$ cat src/rtl/multicycle_ctrl_pkg.sv
// Shared encodings for the multicycle RV32 controller: states, opcodes and
// datapath select values.
package multicycle_ctrl_pkg;

    typedef enum logic [3:0] {
        S_FETCH   = 4'd0,
        S_DECODE  = 4'd1,
        S_EX_R    = 4'd2,
        S_EX_I    = 4'd3,
        S_EX_ADDR = 4'd4,
        S_MEM_RD  = 4'd5,
        S_MEM_WR  = 4'd6,
        S_WB_ALU  = 4'd7,
        S_WB_MEM  = 4'd8,
        S_EX_BR   = 4'd9,
        S_EX_JAL  = 4'd10,
        S_EX_JALR = 4'd11,
        S_HALT    = 4'd12,
        S_ERROR   = 4'd13
    } state_t;

    localparam logic [6:0] OP_RTYPE  = 7'b0110011;
    localparam logic [6:0] OP_ITYPE  = 7'b0010011;
    localparam logic [6:0] OP_LOAD   = 7'b0000011;
    localparam logic [6:0] OP_STORE  = 7'b0100011;
    localparam logic [6:0] OP_BRANCH = 7'b1100011;
    localparam logic [6:0] OP_JAL    = 7'b1101111;
    localparam logic [6:0] OP_JALR   = 7'b1100111;
    localparam logic [6:0] OP_SYSTEM = 7'b1110011;

    localparam logic [1:0] ALU_ADD    = 2'd0;
    localparam logic [1:0] ALU_BRANCH = 2'd1;
    localparam logic [1:0] ALU_FUNCT  = 2'd2;

    localparam logic [1:0] SRC_B_RS2  = 2'd0;
    localparam logic [1:0] SRC_B_FOUR = 2'd1;
    localparam logic [1:0] SRC_B_IMM  = 2'd2;

    localparam logic [1:0] PC_SRC_ALU    = 2'd0;
    localparam logic [1:0] PC_SRC_ALUOUT = 2'd1;
    localparam logic [1:0] PC_SRC_PLUS4  = 2'd2;

endpackage

$ cat src/rtl/multicycle_ctrl_if.sv
// Unified memory handshake between the controller and the memory.
interface multicycle_ctrl_if;
    logic mem_req;
    logic mem_we;
    logic i_or_d;
    logic mem_ready;

    modport master (output mem_req, output mem_we, output i_or_d, input mem_ready);
    modport slave  (input mem_req, input mem_we, input i_or_d, output mem_ready);
endinterface

$ cat src/rtl/multicycle_ctrl_wait_timer.sv
// mem_wait_timer: counts stalled memory cycles and flags when the stall
// reaches TIMEOUT while the memory is still not ready.
module mem_wait_timer #(
    parameter int TIMEOUT = 255
) (
    input  logic clk,
    input  logic reset,
    input  logic waiting,
    input  logic leave,
    output logic expired
);
    localparam int W = (TIMEOUT < 2) ? 1 : $clog2(TIMEOUT + 1);
    localparam logic [W-1:0] LIMIT = W'(TIMEOUT);

    logic [W-1:0] cnt;

    always_ff @(posedge clk or posedge reset) begin
        if (reset)
            cnt <= '0;
        else if (leave || !waiting)
            cnt <= '0;
        else
            cnt <= cnt + W'(1);
    end

    // A ready in the limit cycle drops waiting, so completion beats the timeout.
    assign expired = (TIMEOUT != 0) && waiting && (cnt == LIMIT);
endmodule

$ cat src/rtl/multicycle_ctrl.sv
// Multicycle RV32 control FSM: sequences fetch/decode/execute/memory/writeback
// over a unified memory with a stall timeout and a retired-instruction counter.
module multicycle_ctrl
    import multicycle_ctrl_pkg::*;
#(
    parameter int TIMEOUT = 255,
    parameter int CNT_W   = 32
) (
    input  logic                clk,
    input  logic                reset,
    input  logic [6:0]          opcode,
    input  logic                alu_bcond,
    input  logic                halt_req,
    multicycle_ctrl_if.master   bus,
    output logic                ir_write,
    output logic                pc_write,
    output logic                reg_write,
    output logic                mem_to_reg,
    output logic                pc_to_reg,
    output logic                alu_src_a,
    output logic [1:0]          alu_src_b,
    output logic [1:0]          alu_op_sel,
    output logic [1:0]          pc_source,
    output logic                is_halted,
    output logic                error,
    output logic [3:0]          state,
    output logic [CNT_W-1:0]    instret
);
    state_t cur, nxt;
    logic   mem_req_c, mem_we_c, i_or_d_c, pc_write_c, reg_write_c;
    logic   waiting, expired;

    assign waiting = (cur == S_FETCH || cur == S_MEM_RD || cur == S_MEM_WR) && !bus.mem_ready;

    mem_wait_timer #(.TIMEOUT(TIMEOUT)) u_timer (
        .clk     (clk),
        .reset   (reset),
        .waiting (waiting),
        .leave   (nxt != cur),
        .expired (expired)
    );

    always_ff @(posedge clk or posedge reset) begin
        if (reset) cur <= S_FETCH;
        else       cur <= nxt;
    end

    always_comb begin
        nxt         = cur;
        mem_req_c   = 1'b0;
        mem_we_c    = 1'b0;
        i_or_d_c    = 1'b0;
        ir_write    = 1'b0;
        pc_write_c  = 1'b0;
        reg_write_c = 1'b0;
        mem_to_reg  = 1'b0;
        pc_to_reg   = 1'b0;
        alu_src_a   = 1'b0;
        alu_src_b   = SRC_B_RS2;
        alu_op_sel  = ALU_ADD;
        pc_source   = PC_SRC_ALU;
        case (cur)
            S_FETCH: begin
                mem_req_c = 1'b1;
                if (bus.mem_ready) begin
                    ir_write = 1'b1;
                    nxt      = S_DECODE;
                end
            end
            S_DECODE: begin
                // Branch/jump target PC+imm is parked in ALUOut here.
                alu_src_b = SRC_B_IMM;
                case (opcode)
                    OP_RTYPE:           nxt = S_EX_R;
                    OP_ITYPE:           nxt = S_EX_I;
                    OP_LOAD, OP_STORE:  nxt = S_EX_ADDR;
                    OP_BRANCH:          nxt = S_EX_BR;
                    OP_JAL:             nxt = S_EX_JAL;
                    OP_JALR:            nxt = S_EX_JALR;
                    OP_SYSTEM: begin
                        if (halt_req) nxt = S_HALT;
                        else begin
                            pc_write_c = 1'b1;
                            pc_source  = PC_SRC_PLUS4;
                            nxt        = S_FETCH;
                        end
                    end
                    default:            nxt = S_ERROR;
                endcase
            end
            S_EX_R: begin
                alu_src_a  = 1'b1;
                alu_op_sel = ALU_FUNCT;
                nxt        = S_WB_ALU;
            end
            S_EX_I: begin
                alu_src_a  = 1'b1;
                alu_src_b  = SRC_B_IMM;
                alu_op_sel = ALU_FUNCT;
                nxt        = S_WB_ALU;
            end
            S_EX_ADDR: begin
                alu_src_a = 1'b1;
                alu_src_b = SRC_B_IMM;
                nxt       = (opcode == OP_LOAD) ? S_MEM_RD : S_MEM_WR;
            end
            S_MEM_RD: begin
                mem_req_c = 1'b1;
                i_or_d_c  = 1'b1;
                if (bus.mem_ready) nxt = S_WB_MEM;
            end
            S_MEM_WR: begin
                mem_req_c = 1'b1;
                mem_we_c  = 1'b1;
                i_or_d_c  = 1'b1;
                if (bus.mem_ready) begin
                    pc_write_c = 1'b1;
                    pc_source  = PC_SRC_PLUS4;
                    nxt        = S_FETCH;
                end
            end
            S_WB_ALU, S_WB_MEM: begin
                reg_write_c = 1'b1;
                mem_to_reg  = (cur == S_WB_MEM);
                pc_write_c  = 1'b1;
                pc_source   = PC_SRC_PLUS4;
                nxt         = S_FETCH;
            end
            S_EX_BR: begin
                alu_src_a  = 1'b1;
                alu_op_sel = ALU_BRANCH;
                pc_write_c = 1'b1;
                pc_source  = alu_bcond ? PC_SRC_ALUOUT : PC_SRC_PLUS4;
                nxt        = S_FETCH;
            end
            S_EX_JAL: begin
                reg_write_c = 1'b1;
                pc_to_reg   = 1'b1;
                pc_write_c  = 1'b1;
                pc_source   = PC_SRC_ALUOUT;
                nxt         = S_FETCH;
            end
            S_EX_JALR: begin
                reg_write_c = 1'b1;
                pc_to_reg   = 1'b1;
                pc_write_c  = 1'b1;
                alu_src_a   = 1'b1;
                alu_src_b   = SRC_B_IMM;
                pc_source   = PC_SRC_ALU;
                nxt         = S_FETCH;
            end
            S_HALT, S_ERROR: nxt = cur;
            default:         nxt = S_ERROR;
        endcase
        if (expired) nxt = S_ERROR;
    end

    // Architectural writes are masked while reset is asserted.
    assign bus.mem_req = mem_req_c;
    assign bus.mem_we  = mem_we_c & ~reset;
    assign bus.i_or_d  = i_or_d_c;
    assign pc_write    = pc_write_c & ~reset;
    assign reg_write   = reg_write_c & ~reset;
    assign is_halted   = (cur == S_HALT);
    assign error       = (cur == S_ERROR);
    assign state       = cur;

    always_ff @(posedge clk or posedge reset) begin
        if (reset)
            instret <= '0;
        else if (cur != S_FETCH && nxt != cur && (nxt == S_FETCH || nxt == S_HALT))
            instret <= instret + CNT_W'(1);
    end
endmodule
$ cat src/flat_wrapper.sv
// flat-port wrapper written by rule: the top's interface ports become plain ports
module multicycle_ctrl_flat import multicycle_ctrl_pkg::*;
#(
    parameter int TIMEOUT = 255,
    parameter int CNT_W   = 32
)
  (clk, reset, opcode, alu_bcond, halt_req, ir_write, pc_write, reg_write, mem_to_reg, pc_to_reg, alu_src_a, alu_src_b, alu_op_sel, pc_source, is_halted, error, state, instret, bus_mem_req, bus_mem_we, bus_i_or_d, bus_mem_ready);
  multicycle_ctrl_if bus_i ();
  input  logic clk;
  input  logic reset;
  input  logic [6:0] opcode;
  input  logic alu_bcond;
  input  logic halt_req;
  output logic ir_write;
  output logic pc_write;
  output logic reg_write;
  output logic mem_to_reg;
  output logic pc_to_reg;
  output logic alu_src_a;
  output logic [1:0] alu_src_b;
  output logic [1:0] alu_op_sel;
  output logic [1:0] pc_source;
  output logic is_halted;
  output logic error;
  output logic [3:0] state;
  output logic [CNT_W-1:0] instret;
  output wire logic [$bits(bus_i.mem_req)-1:0] bus_mem_req;
  output wire logic [$bits(bus_i.mem_we)-1:0] bus_mem_we;
  output wire logic [$bits(bus_i.i_or_d)-1:0] bus_i_or_d;
  input wire logic [$bits(bus_i.mem_ready)-1:0] bus_mem_ready;
  assign bus_mem_req = bus_i.mem_req;
  assign bus_mem_we = bus_i.mem_we;
  assign bus_i_or_d = bus_i.i_or_d;
  assign bus_i.mem_ready = bus_mem_ready;
  multicycle_ctrl #(.TIMEOUT(TIMEOUT), .CNT_W(CNT_W)) u_core (.clk(clk), .reset(reset), .opcode(opcode), .alu_bcond(alu_bcond), .halt_req(halt_req), .bus(bus_i), .ir_write(ir_write), .pc_write(pc_write), .reg_write(reg_write), .mem_to_reg(mem_to_reg), .pc_to_reg(pc_to_reg), .alu_src_a(alu_src_a), .alu_src_b(alu_src_b), .alu_op_sel(alu_op_sel), .pc_source(pc_source), .is_halted(is_halted), .error(error), .state(state), .instret(instret));
endmodule
$ cat config.mk
export PLATFORM = sky130hd
export DESIGN_NAME = multicycle_ctrl_flat
export DESIGN_NICKNAME = d
export VERILOG_FILES = /design/src/rtl/multicycle_ctrl_pkg.sv /design/src/rtl/multicycle_ctrl_if.sv /design/src/rtl/multicycle_ctrl_wait_timer.sv /design/src/rtl/multicycle_ctrl.sv /design/src/flat_wrapper.sv
export SDC_FILE = /design/constraint.sdc
export NUM_CORES = 1
export LEC_CHECK = 0
export CORE_UTILIZATION = 55
export DETAILED_ROUTE_END_ITERATION = 6
export PLACE_DENSITY = 0.95
export REMOVE_ABC_BUFFERS = 1
export SYNTH_ARGS = -nofsm -noshare
export SYNTH_HDL_FRONTEND = slang
export SYNTH_SLANG_ARGS = --single-unit
$ cat constraint.sdc
create_clock -name clk -period 6.1 [get_ports clk]
set_clock_uncertainty 0.15 [all_clocks]
set_input_delay 0.915 -clock clk [delete_from_list [all_inputs] [get_ports clk]]
set_output_delay 0.915 -clock clk [all_outputs]
set_load 0.05 [all_outputs]
## Word-level counts from Yosys, hierarchy flattened

Cells that the tools add are included.
W data, S select, Z words.

- Input port bits: 12
- Register bits after elaboration: 44
- Output and inout port bits: 53
- Logic and storage cells: 85

- Eq/ne operators: 24
- Mux-type cells: 28
- Reduce and logical (&&, ||, !) cells: 24
- Add/sub/neg operators: 2
- Bitwise logic cells: 4

Operators by type and width:

| cell | count |
|---|---|
| $add A32 B1 Y32 const B | 1 |
| $pmux W4 S8 | 1 |
| $eq A4 B4 Y1 const B | 7 |
| $eq A7 B7 Y1 const B | 4 |
| $pmux W4 S7 | 1 |
| $mux W4 | 5 |
| $eq A4 B3 Y1 const B | 4 |
| $eq A7 B6 Y1 const B | 2 |
| $mux W2 | 6 |
| $reduce_or A2 Y1 | 6 |
| $mux W1 | 11 |
| $pmux W2 S5 | 1 |
| $reduce_or A5 Y1 | 2 |
| $add A8 B1 Y8 const B | 1 |
| $eq A4 B2 Y1 const B | 2 |
| $eq A8 B8 Y1 const B | 1 |
| $logic_not A4 Y1 | 2 |
| $mux W8 | 1 |
| $reduce_or A4 Y1 | 2 |
| $eq A7 B2 Y1 const B | 1 |
| $eq A7 B5 Y1 const B | 1 |
| $eq A4 B1 Y1 const B | 1 |
| $logic_and A1 B1 Y1 | 4 |
| $logic_or A1 B1 Y1 | 4 |
| 8 further kinds | 11 |

## Longest topological paths before layout

- Depth after elaboration: 9
- Gate-level depth with buffers: 10
- Mapped depth without buffers: 8

## By module

Synthesis repeated with hierarchy kept, for this count alone.

- Cell total of the unflattened synthesis: 299
- Area, all modules: 2742.6 um^2

By module, submodules not included:

| module | area an instance (um^2) | cells each | instances |
|---|---|---|---|
| multicycle_ctrl | 2374.8 | 262 | 1 |
| mem_wait_timer | 367.9 | 37 | 1 |

## Worst setup path after synthesis

Ideal clock, no wire load.

- Path type: flip-flop to output port
- Start: register u_core.cur[0], in the netlist u_core.state[0]
- End: output port alu_src_b[1]
- Buffers on the path: 2
- Slack: 2.425 ns
- Arrival: 2.610 ns
- Cell stages (with the launch flop): 5
- Required time: 5.035 ns
- Path through: dfrtp_1 > buf_2 > buf_1 > inv_1 > o31ai_1

- Longest elaborated chain between the ends: 3

Ends and longest elaborated chain:

| element | RTL line | source |
|---|---|---|
| from (decl) | multicycle_ctrl.sv:29 | `state_t cur, nxt;` |
| from (signal assigned) | multicycle_ctrl.sv:45 | `else cur <= nxt;` |
| $eq A4 B2 Y1, or another cell as far along | multicycle_ctrl.sv:62 | `case (cur)` |
| $reduce_or A4 Y1 (no source line) (*) | - |  |
| $mux W2 (*) | multicycle_ctrl.sv:62 |  |
| to (decl) | flat_wrapper.sv:20 | `output logic [1:0] alu_src_b;` |

Every way passes the cells marked *; elsewhere a longest branch is shown, timed or not.

## Final worst setup path

- Start: input port opcode[4]
- End: output port pc_write

- Longest elaborated chain between the ends: 4

Ends and longest elaborated chain:

| element | RTL line | source |
|---|---|---|
| from (decl) | flat_wrapper.sv:11 | `input logic [6:0] opcode;` |
| $eq A7 B7 Y1 | multicycle_ctrl.sv:73 | `case (opcode)` |
| $mux W1 | multicycle_ctrl.sv:73 |  |
| $pmux W1 S3 | multicycle_ctrl.sv:62 |  |
| $and A1 B1 Y1 | multicycle_ctrl.sv:162 | `assign pc_write = pc_write_c & ~reset;` |
| to (decl) | flat_wrapper.sv:15 | `output logic pc_write;` |

No other way between the ends.

==> run metrics <==
Worst setup SP type input port; syn_area_per_cell 9.743 µm²; DR DRC count 0; routed vias/inst 6.086; crit share post-route 70.31%; max-slew violation count 0; Unique masters post-synth 53; setup_tns 0 ps; Post-Syn Area 2884 µm²; number of buffers created by CTS 5; Syn Inst Count 296; die width 74.42 µm; cell row count 25; worst slew pin tran 766.9 ps; largest net degree at the start of global routing 46; endpoints failing setup 0; WP data arrival 3220 ps; clock sink count 44; Final Hold Fails 0; WS Path Type input port to primary output; CTS Buffer Depth 2; hold-fix buffers at CTS 0; DRT iter0 DRCs 271; first-pass GRT wire length 10780 µm; synthesis-to-layout area growth 24.77%; non-filler cells, final 419; fill cell instance count of the final layout 344; CP endpoint kind primary output; relative slew slack 48.87%; prevailing post-synth register cell dfrtp_1; Die ar. 5538 µm²; RSZ-0062 raised after global routing false; setup bufs post-CTS 0; Clock Tree Root clkbuf_8; VDD IR max 395.7 µV; maxcap violations 0; ANT cells 0; Routed WL per cell 16.44 µm; most frequent cells in the layout clkdlybuf4s50_1, dfrtp_1, xor2_1; post-cts sizing count 0; CTS H-tree depth 2; outcome finished, final reports clean; synth warn 0; vias in the first global route 2358; Core Area 4880 µm²; minimum clock period 4289 ps; nets@finish 365; ranking of synthesized cells by area dfrtp_1, xor2_1, nor4_2; Pwr Density 433.9 nW/µm²; wirelength, routed 6887 µm; sequential share of the synthesized area 38.18%; Post-DP HPWL 4856 µm; Synth area leader dfrtp_1; post-synth top area share 38.18%; Data required, critical path 5030 ps; initial antenna violation count 0; via count 2550; placed cells 411; fmax 233.2 MHz; GRT overflow 0; fraction of layout cells with a size suffix above 1 13.92%; CTS tree done; number of enable flip-flop cells after synthesis 0; Buffers on Ports 63; routability congestion estimate 0.8605; DRT antenna net count 0; most common cell after layout, fill and taps aside clkdlybuf4s50_1; Skew-Pair Late Insertion Delay 300 ps; Synth Register Bits 44; gr usage total 25.52%; die height 74.42 µm; Clk pin slew, worst setup/hold paths 80 ps; crit path max fanout 6; Ports 65; Initial Util 59.10%; 1st-pass router iterations 4; Synth async-reset ratio 100.0%; class of the worst hold path flip-flop to flip-flop; Leakage 1.530 nW
[cells by family (layout without fill, tap and decap cells)]
family / after synthesis / in the layout / share of synthesized area (%)
flip-flops: 44 / 44 / 38.18
AO/OA/AOI/OAI: 31 / 31 / 8.547
AND/OR/NAND/NOR: 151 / 151 / 34.97
XOR/XNOR: 38 / 38 / 11.54
adder cells (fa/ha/maj): 2 / 2 / 0.8675
other: 1 / 1 / 0.1300
multiplexers: 1 / 1 / 0.5205
buffers and inverters: 28 / 84 / 5.249
[final timing paths]
path	from	to	slack, ps	cells past startpoint
max in group asynchronous	reset	u_core.u_timer.cnt[6]	4450	3
min	u_core.instret[31]	u_core.instret[31]	320	1
max reg2reg	u_core.state[0]	u_core.instret[1]	2540	8
max	opcode[4]	pc_write	1810	6
min reg2reg	u_core.instret[31]	u_core.instret[31]	320	1
min in group asynchronous	reset	u_core.state[0]	970	3
[worst max-delay path, cell delays in order]
cell and delay [ps]:
clkdlybuf4s50_1 550, nor3b_1 330, nand2_1 100, o32a_1 320, a21oi_1 170, clkdlybuf4s50_1 840
[power by group]
group	switching (mW)	total, mW	internal, mW
clock	0.101	0.181	0.0798
combinational	0.641	0.949	0.307
sequential	0.104	0.432	0.327
total	0.847	1.56	0.714
[state kept, by name, indices dropped and copies added (netlist names)]
register            flops
u_core.u_timer.cnt      8
u_core.state            4
u_core.instret         32
[cell type report]
class / count / area (µm²) / share of cell area (%)
multi-input combinational: 224 / 1632 / 45.34
tap: 67 / 83.83 / 2.330
inverter: 9 / 33.78 / 0.9388
timing repair buffer: 67 / 660.6 / 18.36
sequential: 44 / 1101 / 30.60
clock buffer: 5 / 68.82 / 1.912
clock inverter: 3 / 18.77 / 0.5216
[cells in the mapped netlist, types with 2 or more instances]
| cell | instances |
|---|---|
| nand2b_1 | 5 |
| o21ai_0 | 4 |
| ha_1 | 2 |
| clkbuf_1 | 8 |
| nor3b_1 | 2 |
| nor3_1 | 8 |
| xor2_1 | 34 |
| or3_1 | 3 |
| xnor2_1 | 4 |
| or2_2 | 3 |
| nand4_1 | 17 |
| nor3_2 | 10 |
| nor2b_1 | 3 |
| a21o_1 | 2 |
| nand3_1 | 16 |
| a31oi_1 | 2 |
| dfrtp_1 | 44 |
| buf_6 | 5 |
| and4_1 | 3 |
| o32a_1 | 2 |
| nand4b_1 | 3 |
| nor4b_2 | 4 |
| and3_1 | 6 |
| nor4_1 | 2 |
| nor4b_1 | 2 |
| nor2_1 | 22 |
| nor4_2 | 13 |
| o31ai_1 | 3 |
| a21oi_1 | 7 |
| buf_2 | 4 |
| or4b_4 | 2 |
| inv_1 | 9 |
| nand2_1 | 21 |
| and3b_1 | 2 |
[layer usage]
layer	vias up	wire length (µm)	global-route usage [%]
met1	1241	3004	34.35
met4	0	159	12.16
li1	1182	-	-
met2	111	3362	40.14
met5	-	0	0
met3	16	361	4.336
[through the flow]
stage	cell area, µm²	worst slack [ps]	hold WS, ps	total power, mW	util, %
final	3598	1811	323.3	1.561	73.74
after global routing	3598	1725	350.5	1.635	73.74
after CTS	3598	1823	324.1	1.554	73.74
after detailed placement	3511	1821	313.1	1.368	71.95
after global placement	3511	1911	309.3	1.343	71.95
after floorplan	2766	1985	297.8	1.076	-
Power figures use the tool's default switching activity.
